## src/rtl/branch_predictor.sv

```systemverilog
// Direct-mapped branch target buffer with 2-bit saturating counters.
// Optional macro BP_STATS_EN adds update / correct-prediction counters.
module branch_predictor #(
   parameter int ENTRIES = 16,
   parameter int IDX_W   = 4
) (
   input  logic        clk_i,
   input  logic        rst_i,
   input  logic [31:0] pc_i,
   output logic [31:0] next_pc_o,
   output logic        pred_taken_o,
   output logic [31:0] pred_target_o,
   input  logic        upd_valid_i,
   input  logic [31:0] upd_pc_i,
   input  logic        upd_taken_i,
   input  logic [31:0] upd_target_i
`ifdef BP_STATS_EN
   ,
   output logic [15:0] upd_cnt_o,
   output logic [15:0] correct_cnt_o
`endif
);

   localparam int TAG_W = 30 - IDX_W;

   localparam logic [1:0] SNT = 2'b00;
   localparam logic [1:0] WNT = 2'b01;
   localparam logic [1:0] WT  = 2'b10;
   localparam logic [1:0] ST  = 2'b11;

   logic [ENTRIES-1:0] valid_q;
   logic [TAG_W-1:0]   tag_q [ENTRIES];
   logic [31:0]        tgt_q [ENTRIES];
   logic [1:0]         ctr_q [ENTRIES];

   logic [IDX_W-1:0] l_idx;
   logic [TAG_W-1:0] l_tag;
   logic             l_hit;

   logic [IDX_W-1:0] u_idx;
   logic [TAG_W-1:0] u_tag;
   logic             u_hit;
   logic [1:0]       u_ctr;
   logic [1:0]       ctr_nxt;

   // Byte offset within the word never participates in index or tag.
   logic unused_lsbs;
   assign unused_lsbs = ^{pc_i[1:0], upd_pc_i[1:0]};

   assign l_idx = pc_i[IDX_W+1:2];
   assign l_tag = pc_i[31:IDX_W+2];
   assign u_idx = upd_pc_i[IDX_W+1:2];
   assign u_tag = upd_pc_i[31:IDX_W+2];

   // Fetch-side lookup reads the registered entry only.
   always_comb begin
      l_hit         = valid_q[l_idx] && (tag_q[l_idx] == l_tag);
      pred_taken_o  = l_hit && ctr_q[l_idx][1];
      pred_target_o = pred_taken_o ? tgt_q[l_idx] : 32'h0;
      next_pc_o     = pred_taken_o ? tgt_q[l_idx] : pc_i + 32'd4;
   end

   // Saturating counter step for the entry being updated.
   always_comb begin
      u_hit   = valid_q[u_idx] && (tag_q[u_idx] == u_tag);
      u_ctr   = ctr_q[u_idx];
      ctr_nxt = u_ctr;
      if (upd_taken_i) begin
         if (u_ctr != ST) ctr_nxt = u_ctr + 2'd1;
      end else begin
         if (u_ctr != SNT) ctr_nxt = u_ctr - 2'd1;
      end
   end

   // Entry table: reset wins over update, one entry written per edge.
   always_ff @(posedge clk_i) begin
      if (rst_i) begin
         valid_q <= '0;
         for (int i = 0; i < ENTRIES; i++) begin
            tag_q[i] <= '0;
            tgt_q[i] <= '0;
            ctr_q[i] <= WNT;
         end
      end else if (upd_valid_i) begin
         if (u_hit) begin
            ctr_q[u_idx] <= ctr_nxt;
            if (upd_taken_i) tgt_q[u_idx] <= upd_target_i;
         end else if (upd_taken_i) begin
            valid_q[u_idx] <= 1'b1;
            tag_q[u_idx]   <= u_tag;
            tgt_q[u_idx]   <= upd_target_i;
            ctr_q[u_idx]   <= WT;
         end
      end
   end

`ifdef BP_STATS_EN
   logic u_pred;
   assign u_pred = u_hit && u_ctr[1];

   // Saturating statistics, sampled against the pre-update prediction.
   always_ff @(posedge clk_i) begin
      if (rst_i) begin
         upd_cnt_o     <= '0;
         correct_cnt_o <= '0;
      end else if (upd_valid_i) begin
         if (upd_cnt_o != 16'hFFFF)
            upd_cnt_o <= upd_cnt_o + 16'd1;
         if ((u_pred == upd_taken_i) && (correct_cnt_o != 16'hFFFF))
            correct_cnt_o <= correct_cnt_o + 16'd1;
      end
   end
`endif

endmodule

```

## config.mk

```make
export PLATFORM = sky130hd
export DESIGN_NAME = branch_predictor
export DESIGN_NICKNAME = d
export VERILOG_FILES = /design/src/rtl/branch_predictor.sv
export SDC_FILE = /design/constraint.sdc
export NUM_CORES = 2
export LEC_CHECK = 0
export BUFFER_PORTS_ARGS = -buffer_cell sky130_fd_sc_hd__buf_4
export CAP_MARGIN = 10
export CORE_ASPECT_RATIO = 1.5
export CORE_MARGIN = 2
export CORE_UTILIZATION = 40
export CTS_CLUSTER_DIAMETER = 60
export DETAILED_ROUTE_END_ITERATION = 10
export GPL_TIMING_DRIVEN = 0
export HOLD_SLACK_MARGIN = 0.05
export PLACE_DENSITY = 0.55
export SYNTH_ARGS = -nofsm -noshare
export SYNTH_HDL_FRONTEND = slang
export SYNTH_SLANG_ARGS = --single-unit
```

## constraint.sdc

```tcl
create_clock -name clk_i -period 11.91 [get_ports clk_i]
set_clock_uncertainty 0.1 [all_clocks]
set_input_delay 0 -clock clk_i [delete_from_list [all_inputs] [get_ports clk_i]]
set_output_delay 0 -clock clk_i [all_outputs]
set_load 0.02 [all_outputs]
```

==> run_results.csv <==
group,metric,value,unit
worst_setup_path,worstSetupStartpoint,"pc_i[3]",
logic_synthesis,yosys.area.top_type,"edfxtp_1",
timing,fin_crit_sh,0.537,
placement,place_congestion,1.04,
worst_hold_path,hold_start,"upd_target_i[15]",
route,wire_per_inst,41.8,um
pwr,internal_power,6240,uW
worst_setup_path,r2r-start,"tag_q[3][3]",
logic_synthesis,ys_ff_latch,976,
clock_tree,cts_tree,"yes",
placement,port_buffers,150,
route,vias_per_cell,6.52,
floorplanning,initial_core_util,0.402,
global_route,overflow,0,
clock_tree,ctsHtreeMaxLevel,3,
floorplanning,die_h,437,um
timing,hold_violations,0,
route,antenna_left,0,
timing,worst_slack,5.51,ns
floorplanning,std_cell_rows,159,
pwr,clkPwrFrac,0.399,
floorplanning,die_area,128000,um^2
status,outcome,"finished, violations left",
final_layout,final_core_util,0.469,
logic_synthesis,ys_async_sr_fraction,0,
logic_synthesis,synthFlopType,"edfxtp_1",
logic_synthesis,netlist_area,50100,um^2
final_layout,nets,3869,
pwr,p_sw_frac,0.262,
worst_setup_path,startpoint_type,"input pin",
timing,slew_violations,0,
pwr,p_sw,2220,uW
clock_tree,path_clk_slew,0.07,ns
placement,place_ws,5.56,ns
worst_setup_path,critPathRequiredTime,11.81,ns
timing,fin_crit,6.40,ns
clock_tree,post_cts_buffers,0,
clock_tree,cts_resized,0,
logic_synthesis,yosys_warnings,0,
logic_synthesis,yosysMostFrequentCell,"edfxtp_1",
pwr,combPwrFrac,0.127,
timing,setup_viol,0,
route,drtIter0Drc,4838,
global_route,grt_pass1_vias,36240,
global_route,grtUsageTotal,0.357,
floorplanning,die_w,293,um
logic_synthesis,synth.area.top_cells,"edfxtp_1 (58%), mux4_2 (17%), and3_1 (7.0%)",
pwr,pwr-share-seq,0.475,
run,maxCapViolations,1,
logic_synthesis,synth_top_area_frac,0.576,
final_layout,drive_gt1_frac,0.237,
clock_tree,numClockSinks,976,
route,vias,35651,
timing,fin_setup_tns,0,ns
logic_synthesis,synth_edf_count,960,
pwr,powerDensity,144,nW/um^2
logic_synthesis,syn-num-nets,3486,
worst_setup_path,path_class,"in -> out",
logic_synthesis,syn_inst,3385,
logic_synthesis,synthTopCellsByCount,"edfxtp_1 (960), and3_1 (561), and2_1 (408), mux4_2 (373), clkbuf_1 (254)",
pwr,vdd_drop_max,112,uV
worst_setup_path,arrival,6.30,ns
pwr,p_leak,0.0222,uW
worst_setup_path,cp_max_fo,10,
status,violations,"capacitance limit",
timing,rsz0062_at_grt,"false",
floorplanning,core_area,125000,um^2
worst_hold_path,hold_class,"in -> reg",
timing,fmax,0.156,GHz
global_route,grt_pass1_wl,306000,um
route,drt-pass1-iter-count,5,
placement,dp_hpwl,162000,um
clock_tree,clkLatencyLatePin,0.77,ns
route,drc,0,
route,wl,229000,um
clock_tree,max-clock-path-buffers,3,
global_route,antenna_found_initial,16,
timing,max_slew_margin,0.0111,
logic_synthesis,yosysUniqueCellTypes,68,
final_layout,syn2layout_area_growth,16.9,%
logic_synthesis,ys_seq_area_frac,0.582,
floorplanning,io_pins,165,
clock_tree,cts_made_buffers,100,
timing,tightest_slew,1.47,ns
logic_synthesis,avgSynthCellArea,14.8,um^2
global_route,grt_max_degree,33,
worst_setup_path,endpoint_kind,"output port",
clock_tree,root_buffer,"clkbuf_16",
[repair_timing]
action,CTS,global route
endpoints found under the hold margin,788,0
hold buffers,84,0
setup endpoints to repair,0,0
[metal layers]
metal | track usage | up-vias | wire [um]
met4 | 0.282 | 18 | 21800
li1 | - | 13922 | -
met5 | 0 | - | 135
met2 | 0.588 | 2326 | 110000
met1 | 0.398 | 18534 | 76200
met3 | 0.0840 | 851 | 20400
[critical path: stages]
cell and delay [ns]:
buf_4 0.09, buf_2 0.48, buf_2 0.49, clkbuf_1 1.06, mux4_2 0.43, mux2i_1 0.58
xnor2_1 0.20, nor4_1 0.07, a21oi_1 0.51, nor4_1 0.13, nand3_1 0.26, clkbuf_1 0.86
buf_2 0.54, mux2_2 0.40, buf_4 0.16
[placed cells by master (no fill, tap or decap), types with 16 or more instances in the layout]
| cell | Yosys | final |
|---|---|---|
| edfxtp_1 | 960 | 960 |
| and3_1 | 561 | 561 |
| and2_1 | 408 | 408 |
| mux4_2 | 373 | 373 |
| clkbuf_1 | 254 | 276 |
| buf_4 | 10 | 160 |
| clkbuf_16 | 0 | 100 |
| mux2i_1 | 97 | 97 |
| dlygate4sd3_1 | 0 | 84 |
| buf_2 | 76 | 83 |
| nand2_1 | 58 | 58 |
| xnor2_1 | 56 | 56 |
| nor2_1 | 54 | 54 |
| mux2_2 | 51 | 51 |
| nor2b_1 | 40 | 40 |
| nand3_1 | 36 | 36 |
| o21ai_0 | 46 | 32 |
| a21o_1 | 26 | 26 |
| buf_12 | 0 | 25 |
| a21oi_1 | 23 | 23 |
| buf_1 | 29 | 22 |
| inv_1 | 22 | 22 |
| or2_2 | 6 | 19 |
| clkinv_2 | 0 | 17 |
| clkinv_1 | 1 | 16 |
| dfxtp_1 | 16 | 16 |
[final cells by class]
type | count | area (um^2)
Antenna cell | 6 | 15.0
Buffer | 375 | 1600
Clock buffer | 133 | 2720
Clock inverter | 55 | 672
Fill cell | 10901 | 66200
Inverter | 24 | 90.1
Multi-Input combinational cell | 2010 | 19400
Sequential cell | 976 | 29100
Tap cell | 1610 | 2010
Timing Repair Buffer | 281 | 2900
[kinds of logic after synthesis]
| family | after synthesis | share of synthesized area |
|---|---|---|
| AOI/OAI and AO/OA | 197 | 0.0271 |
| xor gates and xnor gates | 68 | 0.0119 |
| adders and majority gates | 1 | 0.000250 |
| buffers and inverters | 399 | 0.0334 |
| DFF | 976 | 0.582 |
| muxes | 522 | 0.199 |
| and+or+nand+nor | 1222 | 0.146 |
[power by group through the flow]
stage | Sequential (uW) | Combinational [uW] | Clock [uW]
after global placement | 4100 | 981 | 0
final | 4020 | 1070 | 3370
after floorplan | 4060 | 533 | 0
after detailed placement | 4090 | 1020 | 0
after global routing | 4030 | 1080 | 3490
after CTS | 4010 | 1050 | 3360
[worst paths after layout]
path	slack [ns]	cells after the start	to
hold / removal	0.08	3	tgt_q[15][15]
setup / recovery	5.51	15	next_pc_o[30]
hold reg to reg	0.39	1	valid_q[8]
setup reg to reg	6.84	9	tag_q[8][8]
[state kept, by name, summed over array words and instances (netlist names)]
register	flops
ctr_q	32
tgt_q	512
tag_q	416
valid_q	16
[through the flow]
stage / total power, uW / area (um^2) / std cells / hold slack, ns
final: 8460 / 58600 / 5470 / 0.0795
after global routing: 8610 / 58500 / 5465 / 0.0668
after CTS: 8420 / 58400 / 5457 / 0.0539
after detailed placement: 5110 / 54200 / 5185 / 0.240
after global placement: 5080 / 53200 / 5145 / 0.235
after floorplan: 4590 / 50100 / 3385 / 0.0853
(Power assumes the default switching activity.)
